### src/rtl/inv_chain_test_sequencer.sv
// Stimulus/response sequencer for an analog inverter-chain macro: drives one bit per vector,
// checks the synchronised response polarity within a settle window and tallies results.
// Optional INV_SEQ_LFSR_EN: step the pattern as an 8-bit LFSR instead of rotating it.
module inv_chain_test_sequencer #(
    parameter int NUM_VECTORS   = 16,
    parameter int SETTLE_CYCLES = 8,
    parameter int CNT_W         = 8
) (
    input  logic             clk,
    input  logic             rst,
    input  logic             start,
    input  logic             abort,
    input  logic [7:0]       pattern,
    input  logic             invert_exp,
    input  logic             resp_in,
    output logic             stim_out,
    output logic             busy,
    output logic             done,
    output logic [CNT_W-1:0] pass_cnt,
    output logic [CNT_W-1:0] fail_cnt,
    output logic [CNT_W-1:0] max_delay
);

    localparam int SYNC_STAGES = 2;

    typedef enum logic [2:0] {
        S_IDLE,
        S_DRIVE,
        S_WAIT,
        S_NEXT,
        S_DONE
    } state_t;

    state_t           state_reg;
    logic [7:0]       pat_reg;
    logic [7:0]       pat_next;
    logic [7:0]       pat_seed;
    logic [7:0]       vec_idx_reg;
    logic [7:0]       wait_cnt_reg;
    logic             inv_reg;
    logic             exp_reg;
    logic             trans_reg;
    logic             stim_reg;
    logic             busy_reg;
    logic             done_reg;
    logic [CNT_W-1:0] pass_cnt_reg;
    logic [CNT_W-1:0] fail_cnt_reg;
    logic [CNT_W-1:0] max_delay_reg;
    logic [SYNC_STAGES-1:0] sync_reg;
    logic             resp_s;

    // resp_in is asynchronous to clk, so it crosses through a plain flop chain
    genvar gi;
    generate
        for (gi = 0; gi < SYNC_STAGES; gi++) begin : g_sync
            if (gi == 0) begin : g_first
                always_ff @(posedge clk) begin
                    if (rst) sync_reg[gi] <= 1'b0;
                    else     sync_reg[gi] <= resp_in;
                end
            end else begin : g_rest
                always_ff @(posedge clk) begin
                    if (rst) sync_reg[gi] <= 1'b0;
                    else     sync_reg[gi] <= sync_reg[gi-1];
                end
            end
        end
    endgenerate

    assign resp_s = sync_reg[SYNC_STAGES-1];

`ifdef INV_SEQ_LFSR_EN
    // x^8+x^6+x^5+x^4+1, shifting right; an all-zero seed would lock up, so force it to 1
    assign pat_next = {pat_reg[0] ^ pat_reg[2] ^ pat_reg[3] ^ pat_reg[4], pat_reg[7:1]};
    assign pat_seed = (pattern == 8'h00) ? 8'h01 : pattern;
`else
    assign pat_next = {pat_reg[0], pat_reg[7:1]};
    assign pat_seed = pattern;
`endif

    function automatic logic [CNT_W-1:0] sat_inc(input logic [CNT_W-1:0] v);
        return (&v) ? v : v + 1'b1;
    endfunction

    always_ff @(posedge clk) begin
        if (rst) begin
            state_reg     <= S_IDLE;
            pat_reg       <= '0;
            vec_idx_reg   <= '0;
            wait_cnt_reg  <= '0;
            inv_reg       <= 1'b0;
            exp_reg       <= 1'b0;
            trans_reg     <= 1'b0;
            stim_reg      <= 1'b0;
            busy_reg      <= 1'b0;
            done_reg      <= 1'b0;
            pass_cnt_reg  <= '0;
            fail_cnt_reg  <= '0;
            max_delay_reg <= '0;
        end else begin
            done_reg <= 1'b0;
            case (state_reg)
                S_IDLE: begin
                    if (start) begin
                        pass_cnt_reg  <= '0;
                        fail_cnt_reg  <= '0;
                        max_delay_reg <= '0;
                        pat_reg       <= pat_seed;
                        inv_reg       <= invert_exp;
                        vec_idx_reg   <= '0;
                        busy_reg      <= 1'b1;
                        state_reg     <= S_DRIVE;
                    end
                end
                S_DRIVE: begin
                    if (abort) begin
                        stim_reg  <= 1'b0;
                        busy_reg  <= 1'b0;
                        state_reg <= S_IDLE;
                    end else begin
                        stim_reg     <= pat_reg[0];
                        exp_reg      <= pat_reg[0] ^ inv_reg;
                        trans_reg    <= (pat_reg[0] != stim_reg);
                        wait_cnt_reg <= '0;
                        state_reg    <= S_WAIT;
                    end
                end
                S_WAIT: begin
                    if (abort) begin
                        stim_reg  <= 1'b0;
                        busy_reg  <= 1'b0;
                        state_reg <= S_IDLE;
                    end else if (resp_s == exp_reg) begin
                        pass_cnt_reg <= sat_inc(pass_cnt_reg);
                        // only edges say anything about chain delay; steady vectors match at once
                        if (trans_reg && (CNT_W'(wait_cnt_reg) > max_delay_reg))
                            max_delay_reg <= CNT_W'(wait_cnt_reg);
                        state_reg <= S_NEXT;
                    end else if (wait_cnt_reg == 8'(SETTLE_CYCLES - 1)) begin
                        fail_cnt_reg <= sat_inc(fail_cnt_reg);
                        state_reg    <= S_NEXT;
                    end else begin
                        wait_cnt_reg <= wait_cnt_reg + 8'd1;
                    end
                end
                S_NEXT: begin
                    if (abort) begin
                        stim_reg  <= 1'b0;
                        busy_reg  <= 1'b0;
                        state_reg <= S_IDLE;
                    end else begin
                        pat_reg <= pat_next;
                        if (vec_idx_reg == 8'(NUM_VECTORS - 1)) begin
                            busy_reg  <= 1'b0;
                            done_reg  <= 1'b1;
                            state_reg <= S_DONE;
                        end else begin
                            vec_idx_reg <= vec_idx_reg + 8'd1;
                            state_reg   <= S_DRIVE;
                        end
                    end
                end
                S_DONE: begin
                    state_reg <= S_IDLE;
                end
                default: begin
                    busy_reg  <= 1'b0;
                    state_reg <= S_IDLE;
                end
            endcase
        end
    end

    assign stim_out  = stim_reg;
    assign busy      = busy_reg;
    assign done      = done_reg;
    assign pass_cnt  = pass_cnt_reg;
    assign fail_cnt  = fail_cnt_reg;
    assign max_delay = max_delay_reg;

endmodule
### config.mk
export PLATFORM = sky130hd
export DESIGN_NAME = inv_chain_test_sequencer
export DESIGN_NICKNAME = d
export VERILOG_FILES = /design/src/rtl/inv_chain_test_sequencer.sv
export SDC_FILE = /design/constraint.sdc
export NUM_CORES = 1
export LEC_CHECK = 0
export ABC_AREA = 0
export CORE_MARGIN = 4
export CORE_UTILIZATION = 25
export CTS_CLUSTER_DIAMETER = 120
export DETAILED_ROUTE_END_ITERATION = 7
export PLACE_DENSITY = 0.47
export SLEW_MARGIN = 20
export SYNTH_ARGS = -nofsm -noshare
export SYNTH_HDL_FRONTEND = slang
export SYNTH_SLANG_ARGS = --single-unit
### constraint.sdc
create_clock -name clk -period 4.1 [get_ports clk]
set_clock_uncertainty 0.15 [all_clocks]
set_input_delay 1.025 -clock clk [delete_from_list [all_inputs] [get_ports clk]]
set_output_delay 1.025 -clock clk [all_outputs]
set_load 0.05 [all_outputs]
# ---- Word level (Yosys, flattened, before mapping)
# Cells that the tools add are included.
dict set report classes {
  magnitude_cmp 1
  n_mux 41
  n_bitwise 4
  reduce_logical 22
  n_addsub 4
  eq_ne 24
}
# operator n
set op_table {}
lappend op_table {{two-way mux 8 bit} 19}
lappend op_table {{case mux 8 bit (2 select lines)} 6}
lappend op_table {{adder 8 x 1 -> 8 bit (second input constant)} 4}
lappend op_table {{inequality test 2 bit (second input constant)} 12}
lappend op_table {{two-way mux 3 bit} 6}
lappend op_table {{AND reduction 8 bit} 2}
lappend op_table {{AND reduction 5 bit} 3}
lappend op_table {{case mux 3 bit (4 select lines)} 1}
lappend op_table {{== test 8 x 3 -> 1 bit (second input constant)} 1}
lappend op_table {{== test 8 x 4 -> 1 bit (second input constant)} 1}
lappend op_table {{greater-than comparator 8 bit} 1}
lappend op_table {{AND reduction 2 bit} 4}
lappend op_table {{AND reduction 4 bit} 2}
lappend op_table {{nonzero test 2 bit} 4}
lappend op_table {{== test 3 x 2 -> 1 bit (second input constant)} 2}
lappend op_table {{two-way mux 1 bit} 6}
lappend op_table {{AND reduction 6 bit} 1}
lappend op_table {{inequality test 2 x 1 -> 1 bit (second input constant)} 2}
lappend op_table {{inequality test 4 bit (second input constant)} 1}
lappend op_table {{case mux 1 bit (4 select lines)} 1}
lappend op_table {{OR reduction 2 bit} 2}
lappend op_table {{== test 3 x 1 -> 1 bit (second input constant)} 1}
lappend op_table {{== test 3 bit (second input constant)} 1}
lappend op_table {{logical NOT 3 bit} 1}
lappend op_table {{other kinds (10)} 12}
dict set report word_totals {
  out_inout_bits 27
  register_bits 59
  word_cells 111
}

# ---- Depth between registers and ports, before layout
# Gate-level depths: netlist (run 1).
dict set report depth {
  ltp_word 6
  mapped_depth 7
}

# ---- Worst setup path before layout (run 1)
# OpenSTA, ideal clock, no wires.
dict set report synth_path {
  kind {input to register}
  from {in abort}
  to {reg pass_cnt_reg[5] (netlist: pass_cnt[5])}
  stages 6
  path_buffers 1
  arrival_ns 2.402
  slack_ns 1.478
  cell_sequence {buf_2 nor4b_2 a21oi_1 nand2b_4 or4_1 a21oi_1}
}
dict set report synth_via {
  elab_chain_len 2
}
# item line
set synth_lines {}
lappend synth_lines {{start: declaration} 12} ;# input logic abort,
lappend synth_lines {{inequality test 2 bit (no source line)} --}
lappend synth_lines {{AND reduction 5 bit (no source line)} --}
lappend synth_lines {{end signal: assignment} 134} ;# pass_cnt_reg <= sat_inc(pass_cnt_reg);
lappend synth_lines {{end: declaration} 46} ;# logic [CNT_W-1:0] pass_cnt_reg;
# No other way between the ends.
# A chain may end at the register's enable or synchronous reset.

# ---- Final worst setup path (run 1)
dict set report layout_path {
  from {in start}
  to {reg max_delay_reg[1] (netlist: max_delay[1])}
}
dict set report layout_via {
  elab_chain_len 2
}
# item line
set layout_lines {}
lappend layout_lines {{start: declaration} 11} ;# input logic start,
lappend layout_lines {{inequality test 2 bit (no source line)} --}
lappend layout_lines {{AND reduction 5 bit (no source line)} --}
lappend layout_lines {{end signal: assignment} 137} ;# max_delay_reg <= CNT_W'(wait_cnt_reg);
lappend layout_lines {{end: declaration} 48} ;# logic [CNT_W-1:0] max_delay_reg;
# No other way between the ends.

==> results.ini, run 1 <==
[outcome]
status = completed

[setup_path]
rr_worst_depth = 5
r2r_slack_ps = 1250
worstPathMaxFanout = 8
path_buf_inv = 1
worstSetupEndpointType = flip-flop
crit_arrival_ps = 3090
crit_required_ps = 4200
path_class = in -> reg
crit_chain = clkdlybuf4s50_1, nor4b_2, a21oi_1, a221oi_4, mux2i_1
r2r_start = state_reg[0]
critical-path-slowest-cell = clkdlybuf4s50_1
r2r-end = wait_cnt_reg[6]
slowest_delay_ps = 570
crit_family = compound AO/OA/AOI/OAI gates
cp-start-kind = input port

[final_layout]
nets = 418
diodes = 0
final_core_util_pct = 32.6
syn2layout_area_growth_pct = 27.2
fin_area_mm2 = 0.00393
drive_gt1_share_pct = 8.31

[yosys]
ys_async_sr_fraction_pct = 0
yosysSeqAreaShare_pct = 38.2
ys_ff_latch = 59
synth-edff-count = 0
yosys_warnings = 0
synth_cell_types = 55
avgSynthCellArea_um2 = 8.66
yosysTopAreaCellShare_pct = 38.2
synth_cells = 357
syn_area_mm2 = 0.00309
synthTopCellsByArea = dfxtp_1, nor2_1, xnor2_1, ha_1, nand2_1
synth_fp_nets = 383
ys.flop_type = dfxtp_1
synth_area_leader_cell = dfxtp_1

[sta]
rsz0062_at_grt = false
timing.final.crit_share_pct = 72.9
fmax_ghz = 0.334
setup_viol = 0
finalCriticalPeriod_ps = 2990
slew_headroom_pct = 53.4
worst_pin_slew_ps = 698
hold_violations = 0
finalSetupTns_ps = 0
finalMaxSlewViolations = 0

[pwr]
ir_drop_mv = 0.174
intPower_uw = 1120
p_seq_share_pct = 41.7
netSwitchingFraction_pct = 23.5
leakage_uw = 0.00130
power.total_uw = 1460
pwr_density_cell_mw_per_mm2 = 372
combPwrFrac_pct = 8.6
p_switching_uw = 344
clock_power_share_pct = 49.7

[route]
drt_first_pass_iters = 4
wirelength_um = 7210
wire_per_inst_um = 12.8
viasPerCell = 4.63
drt_iter0_markers = 170
vias = 2615
drc_errors = 0
detail-route-antenna-nets = 0

[clock_network]
clkTransAtPathRegs_ps = 50
cts_hold_buf = 0
cts_buffer_depth = 2
clock_latency_ps = 320
clock_sinks = 59
cts_tree = yes
clockRootBuffer = clkbuf_16
htree_levels = 3
post-cts-setup-buffers = 0
post_cts_resize_count = 0
cts_made_buffers = 9

[global_routing]
grt_usage_pct = 10.7
grt_pass1_wl_um = 12300
grt_max_degree = 38
first_global_vias = 2540
antenna_found_initial = 0
grt_overflow = 0

[hold_path]
min_from = sync_reg[0]
hold_end = resp_s
worstHoldPathCells = 1
hold_class = reg -> reg

[flow_run]
drv_cap = 0

[place]
gp_congestion = 0.790
place_area_mm2 = 0.00364
dp_hpwl_um = 5010
port_buffers = 40

[floorplan]
ios = 41
die_area_mm2 = 0.0142
core_mm2 = 0.0121
die_w_um = 119
num_rows = 40
initial_core_util_pct = 25.6
dieHeight_um = 119

## power groups by stage
stage,combinational (uW),sequential [uW],clock (uW)
6_report,126,609,727
5_1_grt,143,611,779
4_1_cts,128,609,752
3_5_place_dp,129,621,0
3_3_place_gp,127,621,0
2_1_floorplan,94.6,616,0
## per-layer routing
| metal | wire length (um) | vias to the layer above | share of wire [%] | global-route usage (%) |
|---|---|---|---|---|
| li1 | - | 1350 | - | - |
| met1 | 3650 | 1214 | 51 | 14.2 |
| met2 | 3130 | 42 | 43 | 15.9 |
| met3 | 308 | 9 | 4.3 | 2.90 |
| met4 | 115 | 0 | 1.6 | 5.58 |
| met5 | 0 | - | 0 | 0 |
## cells in the final DEF, fill, tap and decap left out, types with 5 or more instances in the layout
cell type	count
and2_1	5
inv_1	13
nand2_1	35
ha_1	12
clkbuf_16	9
nor4_1	5
nor3_1	5
nor2_1	45
xnor2_1	18
clkdlybuf4s50_1	40
a21oi_1	16
a211oi_1	7
o211ai_1	6
mux2i_1	8
dfxtp_1	59
a311oi_1	8
nand2b_1	8
nand3b_1	7
nand3_1	19
## logic make-up (layout without fill, tap and decap cells)
logic type	Yosys count	in the layout	share of synthesized area (%)
muxes	9	9	2.95
xor gates and xnor gates	22	22	6.23
and+or+nand+nor	165	165	28.9
DFF	59	59	38.2
buffers and inverters	32	72	4.33
adders and majority gates	12	12	4.85
AOI/OAI and AO/OA	58	58	14.6
## layout make-up
type,count,area (um^2)
fill,1259,8130
multi-input combinational,266,1780
sequential,59,1180
timing repair buffer,43,423
clock buffer,15,288
tap,168,210
inverter,13,48.8
clock inverter,1,5.00
## cell usage after synthesis (2+ instances only)
library cell,n
a2111oi_2,2
a211oi_1,7
a21oi_1,16
a311oi_1,8
and2_1,5
and4_1,3
buf_2,5
clkbuf_1,12
dfxtp_1,59
ha_1,12
inv_1,13
mux2i_1,8
nand2_1,35
nand2b_1,8
nand3_1,19
nand3b_1,7
nand4_1,4
nand4b_1,2
nor2_1,45
nor2b_1,4
nor3_1,5
nor3b_1,2
nor4_1,5
nor4b_2,3
o2111ai_1,3
o211ai_1,6
o21ai_0,2
o21ai_2,2
o31ai_1,3
or3_1,4
or4_1,4
xnor2_1,18
xor2_1,4
## stage by stage
| stage | std cells | hold WS (ps) | worst slack (ps) |
|---|---|---|---|
| finish | 565 | 284 | 1110 |
| global route | 565 | 332 | 904 |
| CTS | 565 | 288 | 1080 |
| detailed placement | 549 | 276 | 709 |
| global placement | 549 | 276 | 790 |
| floorplan | 357 | 264 | 1480 |
## how the worst max path moves through the flow
stage,start,endpoint,slack [ps],depth (start not counted)
6_report,start,max_delay[1],1110,5
2_1_floorplan,abort,pass_cnt[5],1480,6
3_5_place_dp,start,max_delay[1],710,5
4_1_cts,start,max_delay[1],1080,5
3_3_place_gp,start,max_delay[7],790,5
5_1_grt,start,max_delay[1],900,5
## worst register-to-register path: stages (launching register included)
cell	delay [ps]
dfxtp_1	760
or3b_2	540
nor2_1	480
o21ai_2	220
or4_1	490
a21oi_1	140
No activity file was read; power rests on OpenSTA's default activity.
==> run 2, diff against run 1 <==
==> constraint.sdc (replaced) <==
create_clock -name clk -period 3 [get_ports clk]
set_clock_uncertainty 0.15 [all_clocks]
set_input_delay 0.75 -clock clk [delete_from_list [all_inputs] [get_ports clk]]
set_output_delay 0.75 -clock clk [all_outputs]
set_load 0.05 [all_outputs]
==> run 2 against run 1 <==
Via count up 2.4%; wire length up 1.0%; register-to-register slack worse by 650 ps; non-clock buffer count up 17; count of clock-buffer cells in the layout down 1; global-route usage about the same; utilization up 0.90 points; first-iteration DRC count up 6.5%; critical path depth down 4; cell area up 2.8%; die area unchanged; clock power up 30%.
==> results.ini, run 2 (same netlist as run 1, synthesis figures left out) <==
[outcome]
status = completed

[floorplan]
die_w_um = 119  ; unchanged
ios = 41  ; unchanged
core_mm2 = 0.0121  ; unchanged
dieHeight_um = 119  ; unchanged
num_rows = 40  ; unchanged
die_area_mm2 = 0.0142  ; unchanged
initial_core_util_pct = 25.6  ; unchanged

[place]
gp_congestion = 0.796  ; +0.73%
dp_hpwl_um = 5360  ; +7.0%
place_area_mm2 = 0.00377  ; +3.5%
port_buffers = 40  ; unchanged

[clock_network]
cts_hold_buf = 0  ; unchanged
post-cts-setup-buffers = 0  ; unchanged
clkTransAtPathRegs_ps = 50  ; about the same
htree_levels = 3  ; unchanged
post_cts_resize_count = 0  ; unchanged
clock_latency_ps = 330  ; about the same
clockRootBuffer = clkbuf_16
clock_sinks = 59  ; unchanged
cts_made_buffers = 9  ; unchanged
cts_buffer_depth = 2  ; unchanged
cts_tree = yes

[setup_path]
slowest_delay_ps = 840  ; +270 ps
crit_arrival_ps = 1590  ; -1500 ps
path_class = reg -> out
crit_chain = clkdlybuf4s50_1
path_buf_inv = 1  ; unchanged
cp.depth = 1  ; -4
worstSetupEndpointType = primary output
rr_worst_depth = 5  ; unchanged
crit_required_ps = 2100  ; -2100 ps
critical-path-slowest-cell = clkdlybuf4s50_1
cp-start-kind = flip-flop
crit_family = buffers and inverters
worstPathMaxFanout = 6  ; -2

[sta]
finalSetupTns_ps = 0  ; unchanged
timing.final.crit_share_pct = 82.9
hold_violations = 0  ; unchanged
worst_pin_slew_ps = 510  ; -187 ps
slew_headroom_pct = 65.9  ; +12 points
fmax_ghz = 0.402
finalCriticalPeriod_ps = 2490
finalMaxSlewViolations = 0  ; unchanged
setup_viol = 0  ; unchanged
rsz0062_at_grt = false

[final_layout]
most-common-layout-cells = dfxtp_1, nor2_1, clkdlybuf4s50_1, nand2_1, buf_4
multi_input_area_mm2 = 0.00178  ; unchanged
register_area_mm2 = 0.00118  ; unchanged
final_common_cell = dfxtp_1
nFillCells = 1279  ; +1.6%
drive_gt1_share_pct = 11.8  ; +3.5 points
syn2layout_area_growth_pct = 30.7
fin_area_mm2 = 0.00404  ; +2.8%
nets = 435  ; +4.1%
diodes = 0  ; unchanged

[global_routing]
antenna_found_initial = 0  ; unchanged
first_global_vias = 2576  ; +1.4%
grt_pass1_wl_um = 12500  ; +1.1%
grt_max_degree = 22  ; -42%
grt_usage_pct = 10.7  ; -0.023 points
grt_overflow = 0  ; unchanged

[route]
drt_first_pass_iters = 4  ; unchanged
detail-route-antenna-nets = 0  ; unchanged
wirelength_um = 7280  ; +1.0%
vias = 2678  ; +2.4%
drc_errors = 0  ; unchanged
drt_iter0_markers = 181  ; +6.5%
wire_per_inst_um = 12.5  ; -1.9%
viasPerCell = 4.60  ; -0.58%

[hold_path]
worstHoldPathCells = 1  ; unchanged
hold_class = reg -> reg

[pwr]
ir_drop_mv = 0.283  ; +63%
leakage_uw = 0.00138  ; +5.6%
pwr_density_cell_mw_per_mm2 = 488  ; +31%

[flow_run]
drv_cap = 0  ; unchanged

==> run 2: cell types whose count changed in the layout (fill, tap and decap cells not counted), sizes merged <==
cell | before | now
clkinv | 1 | 2
buf | 3 | 20
clkbuf | 15 | 14
==> run 2: per-stage QoR <==
| stage | hold slack, ps | power, uW | std cells | worst slack, ps | utilization, % |
|---|---|---|---|---|---|
| after global routing | 311 | 2050 | 582 | 315 | 33.5 |
| after CTS | 294 | 2000 | 582 | 490 | 33.5 |
| after global placement | 270 | 1050 | 566 | 189 | 31.2 |
| after detailed placement | 282 | 1050 | 566 | 161 | 31.2 |
| final | 292 | 1970 | 582 | 512 | 33.5 |
| after floorplan | 264 | 971 | 357 | 653 | - |
==> run 2: power breakdown <==
part	switching (uW)	internal (uW)	leakage, uW
logic	105	92.1	0.000760
clock network	343	601	0.000137
registers	23.0	807	0.000479
total	472	1500	0.00138
==> run 2: area by class of cell <==
| class | instances | share of cell area (%) |
|---|---|---|
| Clock buffer | 14 | 6.53 |
| Clock inverter | 2 | 0.248 |
| Timing Repair Buffer | 60 | 13.6 |
| Sequential cell | 59 | 29.2 |
| Multi-Input combinational cell | 266 | 44.0 |
| Tap cell | 168 | 5.20 |
| Inverter | 13 | 1.21 |
==> run 2: path summary, 6_finish.rpt <==
kind	slack (ps)	startpoint	to
max	510	fail_cnt[2]	fail_cnt[2]
min	290	sync_reg[0]	resp_s
max reg2reg	600	state_reg[0]	wait_cnt_reg[6]
min reg2reg	290	sync_reg[0]	resp_s
==> run 2: layer usage <==
layer,share of wire [%],global-route usage [%],up-vias
met1,48,14.3,1242
met4,1.9,4.78,0
met2,46,16.5,48
met5,0,0,-
met3,3.7,2.37,10
li1,-,-,1378
==> run 3, diff against run 2 <==
--- a/config.mk
+++ b/config.mk
@@ -10,7 +10,7 @@
 export CORE_UTILIZATION = 25
 export CTS_CLUSTER_DIAMETER = 120
 export DETAILED_ROUTE_END_ITERATION = 7
-export PLACE_DENSITY = 0.47
+export PLACE_DENSITY = 0.48
 export SLEW_MARGIN = 20
 export SYNTH_ARGS = -nofsm -noshare
 export SYNTH_HDL_FRONTEND = slang
==> constraint.sdc (replaced) <==
create_clock -name clk -period 2.1 [get_ports clk]
set_clock_uncertainty 0.15 [all_clocks]
set_input_delay 0.525 -clock clk [delete_from_list [all_inputs] [get_ports clk]]
set_output_delay 0.525 -clock clk [all_outputs]
set_load 0.05 [all_outputs]
==> run 3 against run 2 <==
Global-route usage is 0.19 points higher; first-iteration DRC count fell by 33%; via count grew 2.0%; setup slack lost 500 ps; cell count grew 4.3%; sequential power is 41% higher; die area unchanged; largest power group unchanged; cell area up 6.2%; count of clock-buffer cells in the layout is 2 lower.
==> results.ini, run 3 (same netlist as run 1, synthesis figures left out) <==
[outcome]
status = completed

[setup_path]
worstPathMaxFanout = 8  ; +2
crit_family = compound AO/OA/AOI/OAI gates
cp-start-kind = flip-flop
crit_arrival_ps = 2180  ; +590 ps
path_buf_inv = 3  ; +2
crit_required_ps = 2200  ; +100 ps
crit_chain = inv_1, ha_1, nand2_1, nor2_2, a2111oi_4, buf_4, a221oi_4, buf_12, mux2i_1
r2r_start = max_delay[7]
r2r-end = max_delay[7]
rr_worst_depth = 9  ; +4
slowest_delay_ps = 350  ; -490 ps
critical-path-slowest-cell = ha_1
r2r_slack_ps = 10  ; -590 ps
worstSetupEndpointType = flip-flop
path_class = reg -> reg

[route]
drt_iter0_markers = 122  ; -33%
drc_errors = 0  ; unchanged
detail-route-antenna-nets = 0  ; unchanged
viasPerCell = 4.50  ; -2.2%
wire_per_inst_um = 12.4  ; -0.89%
drt_first_pass_iters = 4  ; unchanged
vias = 2731  ; +2.0%
wirelength_um = 7520  ; +3.4%

[global_routing]
antenna_found_initial = 0  ; unchanged
first_global_vias = 2653  ; +3.0%
grt_usage_pct = 10.9  ; +0.19 points
grt_max_degree = 27  ; +23%
grt_overflow = 0  ; unchanged
grt_pass1_wl_um = 12600  ; +1.2%

[place]
port_buffers = 40  ; unchanged
dp_hpwl_um = 5570  ; +4.1%
place_inst = 591  ; +4.4%
gp_congestion = 0.787  ; -1.1%
dp_slack_ps = -500  ; -662 ps

[final_layout]
register_area_mm2 = 0.00120  ; +1.3%
drive_gt1_share_pct = 27.1  ; +15 points
final_common_cell = buf_4
final_core_util_pct = 35.6  ; +2.1 points
multi_input_area_mm2 = 0.00185  ; +4.2%
nets = 460  ; +5.7%
finalNonFillerCells = 607  ; +4.3%
nFillCells = 1251  ; -2.2%
most-common-layout-cells = buf_4, dfxtp_1, nor2_1, nand2_1
syn2layout_area_growth_pct = 38.8
diodes = 0  ; unchanged

[floorplan]
dieHeight_um = 119  ; unchanged
initial_core_util_pct = 25.6  ; unchanged
ios = 41  ; unchanged
core_mm2 = 0.0121  ; unchanged
num_rows = 40  ; unchanged
die_area_mm2 = 0.0142  ; unchanged
die_w_um = 119  ; unchanged

[clock_network]
htree_levels = 3  ; unchanged
cts_tree = yes
post-cts-setup-buffers = 0  ; unchanged
clock_sinks = 59  ; unchanged
clock_latency_ps = 320  ; about the same
cts_buffer_depth = 2  ; unchanged
clockRootBuffer = clkbuf_16
cts_made_buffers = 9  ; unchanged
clkTransAtPathRegs_ps = 60  ; about the same

[pwr]
ir_drop_mv = 0.410  ; +45%
leakage_uw = 0.00158  ; +15%
pwr_density_cell_mw_per_mm2 = 685  ; +40%

[sta]
hold_violations = 0  ; unchanged
worst_slack_ps = 12.5  ; -499 ps
slew_headroom_pct = 76.6  ; +11 points
setup_viol = 0  ; unchanged
timing.hold.ws_ps = 283  ; -9.36 ps
rsz0062_at_grt = true
timing.final.crit_share_pct = 99.4
finalCriticalPeriod_ps = 2090
finalSetupTns_ps = 0  ; unchanged
worst_pin_slew_ps = 347  ; -163 ps
finalMaxSlewViolations = 0  ; unchanged
fmax_ghz = 0.479

[flow_run]
drv_cap = 0  ; unchanged

[hold_path]
worstHoldPathCells = 1  ; unchanged
hold_class = reg -> reg
hold_end = resp_s
min_from = sync_reg[0]

## run 3: cell type report
class | instances | area share, %
tap | 168 | 4.90
multi-input combinational | 266 | 43.2
sequential | 59 | 27.9
inverter | 13 | 1.14
clock buffer | 12 | 6.24
timing repair buffer | 85 | 16.2
clock inverter | 4 | 0.525
## run 3: through the flow
stage,instance area [um^2],power [uW]
CTS,4230,2980
finish,4290,2940
global placement,3930,1550
detailed placement,3930,1550
floorplan,3110,1390
global route,4290,3060
## run 3: report_power, final
group | switching (uW) | internal [uW] | total (uW)
Clock | 512 | 895 | 1410
Combinational | 177 | 180 | 358
Sequential | 23.7 | 1150 | 1170
Total | 713 | 2230 | 2940
## run 3: worst max path at each step
stage	slack [ps]	depth (start not counted)	from	endpoint
2_1_floorplan	-20	6	abort	pass_cnt[5]
3_3_place_gp	-460	7	abort	pass_cnt[7]
3_5_place_dp	-500	7	abort	fail_cnt[6]
4_1_cts	2	7	wait_cnt_reg[1]	fail_cnt[6]
5_1_grt	-70	9	max_delay[7]	max_delay[7]
6_report	10	9	max_delay[7]	max_delay[7]
## run 3: layer usage
metal | wire length [um] | global-route usage (%)
met2 | 3470 | 17.2
met5 | 0 | 0
met4 | 81 | 3.91
met1 | 3770 | 14.4
met3 | 205 | 2.85
## run 3: repair_timing
action | in CTS | in global routing
pin swaps | 0 | 0
hold buffers | 0 | 0
endpoints found under the setup margin | 23 | 32
gates resized for setup | 3 | 11
gates cloned | 0 | 0
## run 3: worst reg2reg max path, delay by kind of cell, from the launching register on
kind,cells,cell delay [ps]
adder cells (fa/ha/maj),1,350
buffers and inverters,3,360
AO/OA/AOI/OAI,2,370
multiplexers,1,190
flip-flops,1,330
AND/OR/NAND/NOR,2,240
==> variant 1 (config.mk and constraints of run 3) <==
The option `INV_SEQ_LFSR_EN` is turned on by a define.
--- a/src/rtl/inv_chain_test_sequencer.sv
+++ b/src/rtl/inv_chain_test_sequencer.sv
@@ -1,6 +1,8 @@
 // Stimulus/response sequencer for an analog inverter-chain macro: drives one bit per vector,
 // checks the synchronised response polarity within a settle window and tallies results.
 // Optional INV_SEQ_LFSR_EN: step the pattern as an 8-bit LFSR instead of rotating it.
+`define INV_SEQ_LFSR_EN
+
 module inv_chain_test_sequencer #(
     parameter int NUM_VECTORS   = 16,
     parameter int SETTLE_CYCLES = 8,
Function: changed (a bounded check fails within 4 cycles, from zero or initial values and one cycle with rst high).
==> variant 1 against run 3 <==
Combinational power shrank 2%. Total power down 3.3%. Critical path depth shrank 3. Wire length decreased by 0.65%. Setup slack improved by 18 ps. Synthesized cell count down 0.84%. Sequential cell count unchanged. Count of clock-buffer cells in the layout is 1 higher. Synthesized area down 0.61%. Cell area increased by 2.4%. Fmax grew 0.88%. Die area decreased by 0.57%. Largest cell class unchanged. Largest power group unchanged. Highest routed layer unchanged.
==> variant 1: results (changes against run 3) <==
| Metric | Value |
|---|---|
| Share of layout cells above drive strength 1 | `31.26% (+4.2 points)` |
| Filler Cell Count | `1233 (-1.4%)` |
| Via density | `4.640 (+3.1%)` |
| R2r setup slk | `30 ps (+20 ps)` |
| CP arrival | `2180 ps (about the same)` |
| DP Wirelength | `5608 um (+0.60%)` |
| Final wirelength | `7475 um (-0.65%)` |
| Status | `complete, no violations` |
| Skew-Pair Late Insertion Delay | `320 ps (about the same)` |
| Synth top cells by count | `59 x dfxtp_1, 44 x nor2_1, 23 x a21oi_1` |
| WHS Path Cells | `1 (unchanged)` |
| Synth area leaders | `dfxtp_1 38%, xnor2_1 5.7%, mux2i_1 5.5%` |
| FF-to-FF Start | `wait_cnt_reg[1]` |
| R2r endpoint | `fail_cnt[7]` |
| Largest stage delay, worst path | `490 ps (+140 ps)` |
| 1st-iter DRT viols | `142 (+16%)` |
| Gr usage total | `11.05% (+0.14 points)` |
| Unique masters post-synth | `49 (-11%)` |
| P_leak | `1.674 nW (+6.0%)` |
| Slew HR | `64.60% (-12 points)` |
| FF-to-FF path depth | `6 (-3)` |
| Final #Nets | `472 (+2.6%)` |
| Global-route wire length before repair | `12810 um (+1.5%)` |
| Post-synthesis sequential area ratio | `38.42% (+0.23 points)` |
| Largest net degree at the start of global routing | `18 (-33%)` |
| Syn Nets | `380 (-0.78%)` |
| VDD IR max | `371.2 uV (-9.5%)` |
| Hold Crit Class | `reg -> reg` |
==> variant 1: cell count changes in the layout (fill, tap and decap cells not counted), sizes merged, moves of 4 or more <==
cell / change
a211oi: +5
a21oi: +7
a311oi: -7
and2: -5
buf: +15
mux2i: +9
nand2: -15
nand3: -4
o21ai: +9
==> variant 1: stage by stage <==
step           std cells  worst slack, ps  hold WS [ps]  total power (W)  cell area [sq um]
2_1_floorplan        354           -77.91         263.8         0.001397               3095
3_3_place_gp         577           -539.4         277.0         0.001540               3948
3_5_place_dp         577           -588.0         279.3         0.001542               3948
4_1_cts              596            4.143         291.8         0.002882               4248
5_1_grt              598           -40.92         316.9         0.002978               4398
6_report             598            30.78         286.7         0.002844               4398
==> variant 1: how the worst max path moves through the flow <==
stage | from | endpoint | slack (ps) | depth (start not counted)
after floorplan | abort | fail_cnt[5] | -80 | 6
after global placement | abort | fail_cnt[7] | -540 | 6
after detailed placement | abort | fail_cnt[7] | -590 | 6
after CTS | state_reg[2] | wait_cnt_reg[7] | 4 | 5
after global routing | start | pass_cnt[6] | -40 | 6
final | wait_cnt_reg[1] | fail_cnt[7] | 30 | 6
==> variant 1: where the power goes <==
part	internal [W]	switching (W)
logic	0.000176	0.000176
clock network	0.000823	0.000487
registers	0.00115	0.0000283
total	0.00215	0.000692
==> variant 1: kinds of logic after synthesis <==
group                      Yosys count  synth area share [%]
AOI/OAI and AO/OA                   68                 14.65
adders and majority gates           12                 4.884
muxes                               18                 5.901
DFF                                 59                 38.42
and+or+nand+nor                    144                 25.48
buffers and inverters               31                 4.395
xor gates and xnor gates            22                 6.268
==> variant 1: area by class of cell <==
cell class / count / share of cell area (%)
clock buffer: 13 / 5.690
clock inverter: 3 / 0.3414
inverter: 12 / 1.024
multi-input combinational: 264 / 43.33
sequential: 59 / 27.25
tap: 147 / 4.182
timing repair buffer: 100 / 18.18
==> variant 1: routing by layer <==
| layer | share of wire (%) | global-route usage [%] | up-vias |
|---|---|---|---|
| li1 | - | - | 1457 |
| met3 | 4.5 | 3.894 | 8 |
| met4 | 1.1 | 3.910 | 0 |
| met5 | 0 | 0 | - |
| met1 | 50 | 14.43 | 1266 |
| met2 | 45 | 16.87 | 44 |
==> variant 1: repair_timing <==
item                       in CTS  in global routing
setup endpoints to repair      32                 27
buffers inserted                3                  2
resized for setup               5                 25
hold buffers                    0                  0
pin swaps                       2                  7
==> variant 1: critical path, delay by kind of cell, from the launching register on <==
kind	cells	cell delay, ps
DFF	1	360
and+or+nand+nor	4	1250
adders and majority gates	1	130
AOI/OAI and AO/OA	1	120
==> variant 2 (flow settings as in run 3) <==
Made on the original files. Register the output `fail_cnt` once more, without a reset; this adds one clock of latency there. The other outputs are not delayed to match.
--- a/src/rtl/inv_chain_test_sequencer.sv
+++ b/src/rtl/inv_chain_test_sequencer.sv
@@ -175,7 +175,9 @@
     assign busy      = busy_reg;
     assign done      = done_reg;
     assign pass_cnt  = pass_cnt_reg;
-    assign fail_cnt  = fail_cnt_reg;
+    always_ff @(posedge clk) begin
+        fail_cnt <= fail_cnt_reg;
+    end
     assign max_delay = max_delay_reg;
 
 endmodule
Function: no difference found for any inputs over 10 cycles, from zero or initial values and one cycle with rst high; that may be too few to reach the edited logic, so the function may still have changed.
==> variant 2 against run 3 <==
The run now ends with negative setup slack left. Sequential share of layout area is 2.4 points higher. Via count fell by 0.51%. Sequential cell count increased by 8. Total power grew 8.4%. Cell area grew 4.0%. Setup slack got worse by 110 ps. Synthesized area barely moved. Fmax is 5.1% lower. Wire length down 0.27%. Die area hardly changed. First-iteration DRC count decreased by 3.3%. Critical endpoint is now fail_cnt_reg[4].
==> variant 2: results (changes against run 3) <==
| Metric | Value |
|---|---|
| Global-route wire length before repair | `12740 um (+0.98%)` |
| Via count | `2717 (-0.51%)` |
| Yosys warns | `0 (unchanged)` |
| Largest net degree at the start of global routing | `20 (-26%)` |
| Worst-path fanout max | `6 (-2)` |
| TritonRoute pass-1 iters | `4 (unchanged)` |
| Status | `finished with violations` |
| Reg clk slew, reported paths | `60 ps (about the same)` |
| Final wirelength | `7504 um (-0.27%)` |
| Final setup viols | `2 (+2)` |
| Final #Nets | `463 (+0.65%)` |
| Syn Nets | `366 (-4.4%)` |
| Synth area leaders | `dfxtp_1 43%, xnor2_1 6.5%, nor2_1 5.2%` |
| I/O Buffers | `40 (unchanged)` |
| Antenna diode count | `0 (unchanged)` |
| CTS H-tree lvls | `3 (unchanged)` |
| Hold Crit Class | `reg -> reg` |
| FFs w/ async S/R, synth | `0% (unchanged)` |
| Grt met2 use | `17.45% (+0.25 points)` |
| Worst Tran Pin Value | `375.1 ps (+27.73 ps)` |
| Gr usage total | `11.01% (+0.099 points)` |
| Initial antenna violation count | `0 (unchanged)` |
| Routability congestion estimate | `0.7627 (-3.1%)` |
| DP Wirelength | `5624 um (+0.88%)` |
| Met1 Usage GRT | `13.86% (-0.50 points)` |
| Failing checks | `negative setup slack` |
| Final WS setup | `-100.7 ps (-113.3 ps)` |
| VDD IR max | `565.6 uV (+38%)` |
| Unique masters post-synth | `48 (-13%)` |
| Longest Clk Path Bufs | `2 (unchanged)` |
| Filler Cell Count | `1230 (-1.7%)` |
| Hold WS | `238.0 ps (-44.53 ps)` |
| 1st-iter DRT viols | `118 (-3.3%)` |
| Skew-Pair Late Insertion Delay | `330 ps` |
| Max reg flops | `16` |
| CTS Root Cell | `clkbuf_16` |
| TritonCTS buffer count | `9 (unchanged)` |
| Synth top cells by count | `67 x dfxtp_1, 43 x nor2_1, 23 x xnor2_1` |
| P_leak | `1.763 nW (+12%)` |
| Share of layout cells above drive strength 1 | `30.77% (+3.7 points)` |
| Post-synthesis sequential area ratio | `43.38% (+5.2 points)` |
| GR met3 Demand/Resource | `3.799% (+0.95 points)` |
variant 2: cell types whose count changed after synthesis, moves of 4 or more:
| cell | change |
|---|---|
| and2_1 | -4 |
| nand2b_1 | -7 |
| dfxtp_1 | +8 |
| a211oi_1 | +5 |
| xnor2_1 | +5 |
| nand2_1 | -13 |
| buf_2 | -4 |
| a22o_1 | +7 |
| nand3b_1 | -5 |
| a311oi_1 | -7 |
| nor4_1 | +5 |
| o21ai_0 | +9 |
variant 2: kinds of logic after synthesis:
family | count (synthesis) | share of synthesized area (%)
buffers and inverters | 23 | 3.318
xor gates and xnor gates | 24 | 6.799
DFF | 67 | 43.38
adders and majority gates | 12 | 4.856
muxes | 11 | 3.561
and+or+nand+nor | 137 | 23.31
AOI/OAI and AO/OA | 66 | 14.77
variant 2: cell type report:
cell class | count | area, sq um | share of cell area [%]
multi-input cells | 250 | 1785 | 40.01
flip-flops and latches | 67 | 1351 | 30.28
inverters | 11 | 41.29 | 0.9251
well taps | 168 | 210.2 | 4.710
repair buffers | 98 | 773.2 | 17.33
clock buffers | 10 | 239.0 | 5.355
clock inverters | 6 | 62.56 | 1.402
variant 2: metrics by stage:
step	setup slack [ps]	setup TNS, ps	area (sq um)	instances	power (W)
after global routing	-149.4	-534.2	4463	610	0.003337
after floorplan	-65.63	-101.7	3151	340	0.001540
after global placement	-577.3	-17820	4011	587	0.001688
after detailed placement	-601.5	-19420	4011	587	0.001691
final	-100.7	-182.2	4463	610	0.003187
after CTS	-113.6	-246.7	4363	604	0.003236
variant 2: routing by layer:
layer	part of all wire (%)	wire length (um)	vias up
met1	47	3559	1223
li1	-	-	1431
met5	0	0	-
met2	46	3451	53
met3	5.1	386	10
met4	1.4	106	0
variant 2: path summary, 6_finish.rpt:
path	from	to	cells past startpoint
worst min register to register	fail_cnt_reg[7]	fail_cnt[7]	0
worst max register to register	wait_cnt_reg[3]	fail_cnt_reg[4]	5
worst max-delay path	wait_cnt_reg[3]	fail_cnt_reg[4]	5
worst min-delay path	fail_cnt_reg[7]	fail_cnt[7]	0
variant 2: power breakdown:
part / internal [W] / total [W] / switching, W
logic: 0.000174 / 0.000348 / 0.000174
clock network: 0.000951 / 0.00151 / 0.000557
registers: 0.00130 / 0.00133 / 0.0000272
total: 0.00243 / 0.00319 / 0.000758
variant 2: timing repair:
action	CTS	global route
cloned	0	0
endpoints found under the hold margin	0	0
resized for setup	9	12
buffers inserted	1	6
hold buffers	0	0
setup endpoints to repair	29	25
pin swaps	1	4
variant 2: worst max-delay path, stage by stage (launching register included):
cell and delay [ps]:
dfxtp_4 340, or4_4 550, o41a_4 400, or2_4 250, or4_1 390, nand2_1 70
